**src/rtl/pg_pipe_buffer.sv**
```systemverilog
// Elastic P/G register pipeline between Kogge-Stone prefix levels: STAGES cycles latency, 1 pair/cycle.
// Backpressure: empty slots always load (bubbles collapse); in_ready drops only when every slot is full and out_ready is low.
module pg_pipe_buffer #(
  parameter int  WIDTH  = 16,
  parameter int  STAGES = 2,
  localparam int OCC_W  = $clog2(STAGES + 1)
) (
  input  logic             clk,
  input  logic             rst,
  input  logic             flush,
  input  logic             in_valid,
  output logic             in_ready,
  input  logic [WIDTH-1:0] in_p,
  input  logic [WIDTH-1:0] in_g,
  output logic             out_valid,
  input  logic             out_ready,
  output logic [WIDTH-1:0] out_p,
  output logic [WIDTH-1:0] out_g,
  output logic [OCC_W-1:0] occupancy
);

  logic [STAGES-1:0] v;
  logic [STAGES-1:0] v_nxt;
  logic [STAGES-1:0] adv;
  logic [STAGES-1:0] load;
  logic [WIDTH-1:0]  p [STAGES];
  logic [WIDTH-1:0]  g [STAGES];
  logic [OCC_W-1:0]  occ_q;
  logic [OCC_W-1:0]  occ_nxt;
  logic              in_xfer;

  // A slot may advance if any slot at or downstream of it is empty, or the sink drains.
  for (genvar i = 0; i < STAGES; i++) begin : g_adv
    assign adv[i] = out_ready | ~(&v[STAGES-1:i]);
  end

  assign in_ready = adv[0] & ~rst;
  assign in_xfer  = in_valid & in_ready;

  assign v_nxt[0] = adv[0] ? in_xfer : v[0];
  assign load[0]  = adv[0] & in_xfer;

  for (genvar i = 1; i < STAGES; i++) begin : g_slot
    assign v_nxt[i] = adv[i] ? v[i-1] : v[i];
    assign load[i]  = adv[i] & v[i-1];
  end

  always_comb begin
    occ_nxt = '0;
    for (int i = 0; i < STAGES; i++) begin
      occ_nxt = occ_nxt + OCC_W'(v_nxt[i]);
    end
  end

  always_ff @(posedge clk) begin
    if (rst || flush) begin
      v     <= '0;
      occ_q <= '0;
    end else begin
      v     <= v_nxt;
      occ_q <= occ_nxt;
    end
  end

  // Payload only moves with a valid source, so stale data holds rather than shifting bubbles.
  always_ff @(posedge clk) begin
    if (rst) begin
      for (int i = 0; i < STAGES; i++) begin
        p[i] <= '0;
        g[i] <= '0;
      end
    end else if (!flush) begin
      if (load[0]) begin
        p[0] <= in_p;
        g[0] <= in_g;
      end
      for (int i = 1; i < STAGES; i++) begin
        if (load[i]) begin
          p[i] <= p[i-1];
          g[i] <= g[i-1];
        end
      end
    end
  end

  assign out_valid = v[STAGES-1];
  assign out_p     = p[STAGES-1];
  assign out_g     = g[STAGES-1];
  assign occupancy = occ_q;

endmodule
```
**config.mk**
```make
export PLATFORM = sky130hd
export DESIGN_NAME = pg_pipe_buffer
export DESIGN_NICKNAME = d
export VERILOG_FILES = /design/src/rtl/pg_pipe_buffer.sv
export SDC_FILE = /design/constraint.sdc
export NUM_CORES = 1
export LEC_CHECK = 0
export ABC_AREA = 0
export BUFFER_PORTS_ARGS = -buffer_cell sky130_fd_sc_hd__buf_2
export CAP_MARGIN = 20
export CORE_UTILIZATION = 54
export CTS_BUF_LIST = sky130_fd_sc_hd__clkbuf_8 sky130_fd_sc_hd__clkbuf_16
export DETAILED_ROUTE_END_ITERATION = 8
export PLACE_DENSITY_LB_ADDON = 0.3
export SLEW_MARGIN = 15
export SYNTH_ARGS = -nofsm -noshare
export SYNTH_HDL_FRONTEND = slang
export SYNTH_SLANG_ARGS = --single-unit
```
**constraint.sdc**
```tcl
create_clock -name clk -period 4.3 [get_ports clk]
set_input_delay 0.43 -clock clk [delete_from_list [all_inputs] [get_ports clk]]
set_output_delay 0.43 -clock clk [all_outputs]
set_load 0.01 [all_outputs]
```
==> results.tsv, run 1 <==
metric	value	unit
status	completed	
initial core utilization	0.5650	
crit-path max FO	37	
CTS tree	yes	
slew of the pin with the lowest slew margin	1.022	ns
setup tns final	0	ns
most frequent cells in the layout	72 x buf_2, 64 x edfxtp_1, 49 x nor4b_2	
Yosys warnings	0	
number of port buffers	72	
Final Hold Fails	0	
wire length per cell	16.46	µm
post-synthesis async set-or-reset flop share	0	
crit path time final	2.094	ns
antenna diode count	0	
largest net degree at the start of global routing	66	
initial antenna violation count	0	
layout cells sized above 1	0.6000	
Total Routed Length	5185	µm
final slew viol count	0	
worst-case vdd ir drop	0.2324	mV
First DRT Iteration DRCs	114	
CP Data Arrival Time	1.66	ns
Switch Pwr	316.4	µW
first-pass GRT wire length	8004	µm
Seq/Total Area, Yosys	0.5915	
DIE AREA	6589	µm²
Worst Skew	0.008609	ns
EDFF count, synth	64	
Critical Path RT	3.87	ns
Total GRT Usage	0.1660	
Critical Path Source Type	flip-flop	
htree depth	3	
Max Freq	0.4775	GHz
synth-to-layout area growth	9.020	%
Root Driver	clkbuf_8	
clk_lat worst skew	0.34	ns
Cell Pwr Density	394.7	nW/µm²
Synth Instances	203	
number of global-route vias before repair	1642	
Clock power frac	0.385	
syn avg cell area	16.67	µm²
Final HPWL DP	2956	µm
Die X-Extent	81.17	µm
maximum capacitance violations	0	
fillers	439	
clk slew on worst S/H paths	0.08	ns
Sw Share	0.2173	
post-CTS setup repair buffer count	0	
hold_buf cts	0	
relative slew slack	0.3160	
core area	5991	µm²
Cell Int Power	1.140	mW
die height	81.17	µm
DRT antenna net count	0	
final net count	273	
most common cell after layout, fill and taps aside	buf_2	
Yosys cell types	22	
routed vias	1731	
Sequential Power Share	0.532	
Final Cycle Share	0.4870	
Comb power frac	0.084	
Top-Level Pins	73	
DRC	0	
Setup-failing EPs final	0	
Vias/cell	5.495	
RSZ-0062 raised after global routing	no	
GR Overflow Total	0	
CTS Buf Count	9	
hold crit path type	in2reg	
final instance count without filler cells	315	
CTS sink cnt	68	
CP Capture Type	output pin	
Rows	28	
Post-synth top flop	edfxtp_1	
post-CTS sizing	0	
Synth Register Bits	68	
placed insts	299	
cell area after synthesis	3384	µm²
clk buf depth	2	
Static Leak	1.340	nW
TritonRoute pass-1 iters	4	
Mapped Nets	241	
global placer's final weighted congestion	0.6542	
Crit Path Class	reg2out	
[cell families (layout without fill, tap and decap cells)]
group	after synthesis	in the layout	share of synthesized area
buf+inv	56	93	0.1220
compound gates	5	5	0.01072
simple gates	73	73	0.2721
flops	68	68	0.5915
fa+ha+maj	1	1	0.003696
[worst paths after layout]
check            from  endpoint  slack, ns  cells after the start
max              v[0]  in_ready       2.21                      3
min          in_valid      v[0]       0.42                      2
max reg2reg      v[0]  g[0][17]       2.24                      3
min reg2reg      v[1]      v[1]       0.56                      2
[final cells by class]
cell class              count  area (µm²)  share of cell area
inverters                   3       11.26            0.003052
clock buffers               9       123.9             0.03357
clock inverters             7       91.34             0.02475
multi-input cells          79       992.2              0.2689
well taps                  75       93.84             0.02543
flip-flops and latches     68        2002              0.5426
repair buffers             74       375.4              0.1017
[registers in the layout, indices dropped and copies added (netlist names)]
name       flops
v              2
p             32
occupancy      2
g             32
[cell usage after synthesis, types with 2 or more instances]
cell / n / share of area
edfxtp_1: 64 / 0.57
nor4b_2: 49 / 0.22
buf_4: 33 / 0.073
nor4b_1: 15 / 0.039
buf_2: 9 / 0.013
buf_6: 9 / 0.030
dfxtp_1: 4 / 0.024
inv_1: 3 / 0.0033
and3_1: 2 / 0.0037
clkbuf_1: 2 / 0.0022
nand2b_1: 2 / 0.0037
[critical path, cell delays in order, from the launching register on]
cell and delay, ns:
dfxtp_1 0.44, and3b_4 0.63, nor2_1 0.09, buf_2 0.16
[power groups by stage]
stage | registers, mW | clock network (mW) | logic [mW]
2_1_floorplan | 0.787 | 0 | 0.104
3_3_place_gp | 0.788 | 0 | 0.123
3_5_place_dp | 0.789 | 0 | 0.123
4_1_cts | 0.775 | 0.577 | 0.124
5_1_grt | 0.778 | 0.600 | 0.132
6_report | 0.774 | 0.561 | 0.122
[metal layers]
metal	up-vias	GRT usage	wire length (µm)
met3	8	0.05506	257
met5	-	0	0
met1	847	0.2312	2255
li1	827	-	-
met4	0	0.06429	72
met2	49	0.2395	2600
[stage by stage]
stage	instance area, µm²	power (mW)	utilization	setup slack, ns	hold slack (ns)
floorplan	3385	0.8907	-	0.5567	0.4785
global placement	3475	0.9104	0.5800	2.102	0.5374
detailed placement	3475	0.9123	0.5800	2.067	0.5372
CTS	3690	1.475	0.6159	2.189	0.3972
global route	3690	1.509	0.6159	2.097	0.4234
finish	3690	1.456	0.6159	2.206	0.4171
Note: power is estimated with default switching activity, not from simulation.
==> run 2, diff against run 1 <==
--- a/config.mk
+++ b/config.mk
@@ -5,7 +5,7 @@
 export SDC_FILE = /design/constraint.sdc
 export NUM_CORES = 1
 export LEC_CHECK = 0
-export ABC_AREA = 0
+export ABC_AREA = 1
 export BUFFER_PORTS_ARGS = -buffer_cell sky130_fd_sc_hd__buf_2
 export CAP_MARGIN = 20
 export CORE_UTILIZATION = 54
==> constraint.sdc (replaced) <==
create_clock -name clk -period 2.1 [get_ports clk]
set_input_delay 0.21 -clock clk [delete_from_list [all_inputs] [get_ports clk]]
set_output_delay 0.21 -clock clk [all_outputs]
set_load 0.01 [all_outputs]
==> results.tsv, run 2 <==
metric	value	unit	change
layout cells sized above 1	0.4423		-0.1577
Rows	27		-3.6%
number of port buffers	72		unchanged
initial antenna violation count	0		unchanged
Synth Instances	266		+31%
Top-Level Pins	73		unchanged
Yosys cell types	16		-27%
number of global-route vias before repair	1616		-1.6%
grt met2 use	0.2453		+0.005803
worst-case vdd ir drop	0.4088	mV	+76%
EDFF count, synth	64		unchanged
Seq/Total Area, Yosys	0.6180		+0.02650
hold_buf cts	0		unchanged
relative slew slack	0.7336		+0.4176
CTS sink cnt	68		unchanged
CP Capture Type	flip-flop		
first-pass GRT wire length	7113	µm	-11%
Static Leak	1.582	nW	+18%
post-synthesis async set-or-reset flop share	0		unchanged
final net count	345		+26%
Critical Path Source Type	flip-flop		
status	completed		
clk slew on worst S/H paths	0.07	ns	about the same
Worst Skew	0.008793	ns	+0.0001833 ns
cell area after synthesis	3239	µm²	-4.3%
area share of the largest cell type after synthesis	0.5933		+0.02544
most frequent cells in the layout	77 x inv_1, 72 x buf_2, 64 x edfxtp_1		
setup tns final	0	ns	unchanged
largest net degree at the start of global routing	65		-1.5%
DRC	0		unchanged
hold crit path type	in2reg		
Cell Int Power	2.045	mW	+79%
global-route track usage on met3	0.04000		-0.01506
First DRT Iteration DRCs	88		-23%
Root Driver	clkbuf_8		
crit-path max FO	64		+73%
M1 GR Usage	0.1835		-0.04767
commonest cells in the netlist	73 x inv_1, 64 x edfxtp_1, 49 x a21oi_2		
Comb power frac	0.080		-0.004
Vias/cell	4.516		-18%
Die X-Extent	79.45	µm	-2.1%
post-CTS setup repair buffer count	0		unchanged
Switch Pwr	593.8	µW	+88%
Synth area leaders	edfxtp_1 59%, a21oi_2 13%, inv_1 8.5%		
area leader, netlist	edfxtp_1		
most common cell after layout, fill and taps aside	inv_1		
CTS tree	yes		
clk_lat worst skew	0.33	ns	about the same
RSZ-0062 raised after global routing	no		
fillers	451		+2.7%
maximum capacitance violations	0		unchanged
Largest regs	g x32, p x32		
core area	5642	µm²	-5.8%
DRT antenna net count	0		unchanged
Crit Path Class	reg2reg		
Synth Register Bits	68		unchanged
Sw Share	0.2251		+0.007796
gr busiest metal	met2		
Setup-failing EPs final	0		unchanged
slew of the pin with the lowest slew margin	0.3996	ns	-0.6225 ns
post-CTS sizing	0		unchanged
syn avg cell area	12.18	µm²	-27%
CP Data Arrival Time	1.52	ns	-0.14 ns
Total GRT Usage	0.1527		-0.01334
Critical Path RT	2.16	ns	-1.71 ns
Cell Pwr Density	747.8	nW/µm²	+89%
die height	79.45	µm	-2.1%
htree depth	3		unchanged
crit path time final	1.467	ns	
Final Cycle Share	0.6985		
Clock power frac	0.322		-0.063
CTS Buf Count	9		unchanged
FF/Latch Area	2002	µm²	unchanged
antenna diode count	0		unchanged
final slew viol count	0		unchanged
DIE AREA	6312	µm²	-4.2%
clk buf depth	2		unchanged
Post-synth top flop	edfxtp_1		
Max Freq	0.6817	GHz	
global placer's final weighted congestion	0.7604		+16%
routed vias	1734		+0.17%
synth-to-layout area growth	8.922	%	about the same
reg2reg setup slack	0.63	ns	-1.61 ns
GR Overflow Total	0		unchanged
wire length per cell	11.40	µm	-31%
Total Routed Length	4376	µm	-16%
Mapped Nets	304		+26%
Yosys warnings	0		unchanged
Final Hold Fails	0		unchanged
Multi-input gate area	594.3	µm²	-40%
initial core utilization	0.5742		+0.009231
Final HPWL DP	2745	µm	-7.2%
most numerous cell in the Yosys netlist	inv_1		
TritonRoute pass-1 iters	4		unchanged
Sequential Power Share	0.598		+0.066
final core utilization	0.6254		+0.009501
-- run 2: stage by stage --
step / instances / total power, mW / cell area (µm²) / hold WS [ns] / worst slack (ns)
after floorplan: 266 / 1.779 / 3239 / 0.3594 / 0.1486
after global placement: 368 / 1.817 / 3376 / 0.5028 / 0.6913
after detailed placement: 368 / 1.824 / 3376 / 0.5097 / 0.6410
after CTS: 384 / 2.669 / 3528 / 0.1529 / 0.6245
after global routing: 384 / 2.747 / 3528 / 0.1700 / 0.5184
final: 384 / 2.639 / 3528 / 0.1719 / 0.6332
-- run 2: layout make-up --
class	count	share of cell area
clock inverter	7	0.008156
clock buffer	9	0.03511
multi-input combinational	79	0.1684
inverter	73	0.07766
timing repair buffer	76	0.1177
sequential	68	0.5674
tap	72	0.02553
-- run 2: cells by family after synthesis --
kind of cell	after synthesis	synth area share
adder cells (fa/ha/maj)	1	0.003862
AND/OR/NAND/NOR	11	0.01507
AO/OA/AOI/OAI	67	0.1607
buffers and inverters	119	0.2024
flip-flops	68	0.6180
-- run 2: power groups by stage --
| stage | Sequential [mW] | Combinational [mW] | Clock (mW) |
|---|---|---|---|
| 2_1_floorplan | 1.61 | 0.174 | 0 |
| 3_3_place_gp | 1.61 | 0.211 | 0 |
| 3_5_place_dp | 1.61 | 0.215 | 0 |
| 4_1_cts | 1.58 | 0.216 | 0.874 |
| 5_1_grt | 1.58 | 0.237 | 0.925 |
| 6_report | 1.58 | 0.211 | 0.849 |
-- run 2: metal layers --
metal  up-vias  wire, µm
li1        905         -
met1       773      1864
met2        46      2177
met3        10       245
met4         0        89
met5         -         0
-- run 2: path summary, 6_finish.rpt --
path	start	endpoint	cells after the start
worst min-delay path	flush	v[0]	4
worst max register to register	v[0]	g[0][13]	4
worst max-delay path	v[0]	g[0][13]	4
worst min register to register	p[0][7]	p[0][23]	2
-- run 2: critical path, stage by stage (launching register included) --
cell     delay, ns
dfxtp_1       0.42
nand3_1       0.12
nand4_1       0.15
buf_12        0.35
a21oi_1       0.12
==> run 3, diff against run 2 <==
--- a/config.mk
+++ b/config.mk
@@ -5,10 +5,10 @@
 export SDC_FILE = /design/constraint.sdc
 export NUM_CORES = 1
 export LEC_CHECK = 0
-export ABC_AREA = 1
+export ABC_AREA = 0
 export BUFFER_PORTS_ARGS = -buffer_cell sky130_fd_sc_hd__buf_2
 export CAP_MARGIN = 20
-export CORE_UTILIZATION = 54
+export CORE_UTILIZATION = 49
 export CTS_BUF_LIST = sky130_fd_sc_hd__clkbuf_8 sky130_fd_sc_hd__clkbuf_16
 export DETAILED_ROUTE_END_ITERATION = 8
 export PLACE_DENSITY_LB_ADDON = 0.3
==> constraint.sdc (replaced) <==
create_clock -name clk -period 1.2 [get_ports clk]
set_input_delay 0.12 -clock clk [delete_from_list [all_inputs] [get_ports clk]]
set_output_delay 0.12 -clock clk [all_outputs]
set_load 0.01 [all_outputs]
==> results.tsv, run 3 (synthesized netlist as in run 1, its figures left out) <==
metric	value	unit	change
failing checks	setup timing		
reg2reg setup slack	-0.15	ns	-0.79 ns
most frequent cells in the layout	71 x buf_2, 64 x edfxtp_1, 35 x nor4b_4		
largest net degree at the start of global routing	30		-54%
Hold Path Origin	in_valid		
DRC	0		unchanged
Critical Path RT	1.36	ns	-0.80 ns
Largest regs	g x32, p x32		
CTS sink cnt	68		unchanged
synth-to-layout area growth	35.53	%	
Worst Skew	0.005974	ns	-0.002819 ns
Die X-Extent	85.11	µm	+7.1%
Cell Pwr Density	1155	nW/µm²	+54%
Root Driver	clkbuf_8		
CTS tree	yes		
status	complete, but fails checks		
antenna diode count	0		unchanged
Rows	29		+7.4%
First DRT Iteration DRCs	82		-6.8%
crit-path max FO	10		-84%
number of port buffers	72		unchanged
Critical R2R Capture	p[0][23]		
clk_lat worst skew	0.34	ns	about the same
global placer's final weighted congestion	0.6675		-12%
core area	6495	µm²	+15%
relative slew slack	0.7965		+0.06293
Setup-failing EPs final	131		+131
number of global-route vias before repair	1913		+18%
Crit Path Class	reg2reg		
final slew viol count	0		unchanged
Static Leak	1.714	nW	+8.3%
Vias/cell	5.418		+20%
maximum capacitance violations	0		unchanged
Max Freq	0.7392	GHz	+8.4%
crit path time final	1.353	ns	-0.1141 ns
die height	85.11	µm	+7.1%
final setup margin	-0.1527	ns	-0.7859 ns
hold path depth	2		-2
initial core utilization	0.5211		-0.05309
placed insts	320		-13%
CP Data Arrival Time	1.51	ns	about the same
clk buf depth	2		unchanged
clk slew on worst S/H paths	0.07	ns	about the same
hold crit path type	in2reg		
Placement Setup Slack	-0.1587	ns	-0.7997 ns
final instance count without filler cells	352		-8.3%
Total Routed Length	6853	µm	+57%
CTS Buf Count	9		unchanged
CP Capture Type	flip-flop		
slew of the pin with the lowest slew margin	0.3052	ns	-0.09439 ns
Top-Level Pins	73		unchanged
Final HPWL DP	3663	µm	+33%
htree depth	3		unchanged
worst-case vdd ir drop	0.6189	mV	+51%
Critical Path Source Type	flip-flop		
layout cells sized above 1	0.7164		+0.2741
Final Cycle Share	1.127		+0.4288
first-pass GRT wire length	9687	µm	+36%
most common cell after layout, fill and taps aside	buf_2		
RSZ-0062 raised after global routing	yes		
final net count	308		-11%
DRT antenna net count	0		unchanged
WHS Endpoint	v[0]		
Final Hold Fails	0		unchanged
TritonRoute pass-1 iters	4		unchanged
DIE AREA	7244	µm²	+15%
Worst Reg-to-Reg Cells	4		unchanged
GR Overflow Total	0		unchanged
wire length per cell	19.47	µm	+71%
Total GRT Usage	0.1778		+0.02517
routed vias	1907		+10%
Worst R2R Start	v[1]		
initial antenna violation count	0		unchanged
## run 3: per-layer routing
layer,vias up,track usage,part of all wire
met5,-,0,0
met4,0,0.08320,0.019
met3,12,0.03696,0.035
met2,52,0.2793,0.49
met1,944,0.2378,0.45
li1,899,-,-
## run 3: worst max-delay path, stage by stage (launching register included)
cell	delay (ns)
dfxtp_2	0.32
and3b_4	0.21
buf_4	0.17
buf_12	0.16
nor4b_4	0.30
## run 3: power breakdown
| group | switching (mW) | internal, mW | leakage (nW) |
|---|---|---|---|
| clock network | 0.857 | 0.931 | 0.0953 |
| registers | 0.0386 | 2.74 | 0.707 |
| logic | 0.365 | 0.367 | 0.911 |
| total | 1.26 | 4.04 | 1.71 |
## run 3: final cells by class
type / count / area, µm²
flip-flops and latches: 68 / 2004
fillers: 396 / 1908
multi-input cells: 79 / 1423
repair buffers: 109 / 869.6
clock buffers: 9 / 123.9
well taps: 77 / 96.34
clock inverters: 7 / 58.81
inverters: 3 / 11.26
## run 3: how the worst max path moves through the flow
stage | cells after the start | start | to
after floorplan | 5 | v[0] | g[0][0]
after global placement | 4 | v[0] | p[0][31]
after detailed placement | 4 | v[0] | p[0][31]
after CTS | 4 | v[1] | in_ready
after global routing | 4 | v[1] | p[0][23]
final | 4 | v[1] | p[0][23]
## run 3: per-stage QoR
step	setup TNS, ns	total power, mW	hold slack [ns]	util	instance area [µm²]
2_1_floorplan	-27.13	3.194	0.2759	-	3417
3_3_place_gp	-1.079	3.333	0.4484	0.5716	3712
3_5_place_dp	-2.267	3.341	0.4645	0.5716	3712
4_1_cts	-6.318	5.190	0.1120	0.6500	4222
5_1_grt	-15.07	5.453	0.1223	0.7062	4587
6_report	-10.61	5.299	0.1173	0.7062	4587
## run 3: repair_timing
item / in CTS / in global routing
endpoints found under the hold margin: 0 / 0
hold buffers: 0 / 0
gates cloned: 1 / 4
setup buffers: 10 / 2
resized for setup: 37 / 38
pin swaps: 24 / 8
endpoints found under the setup margin: 80 / 99
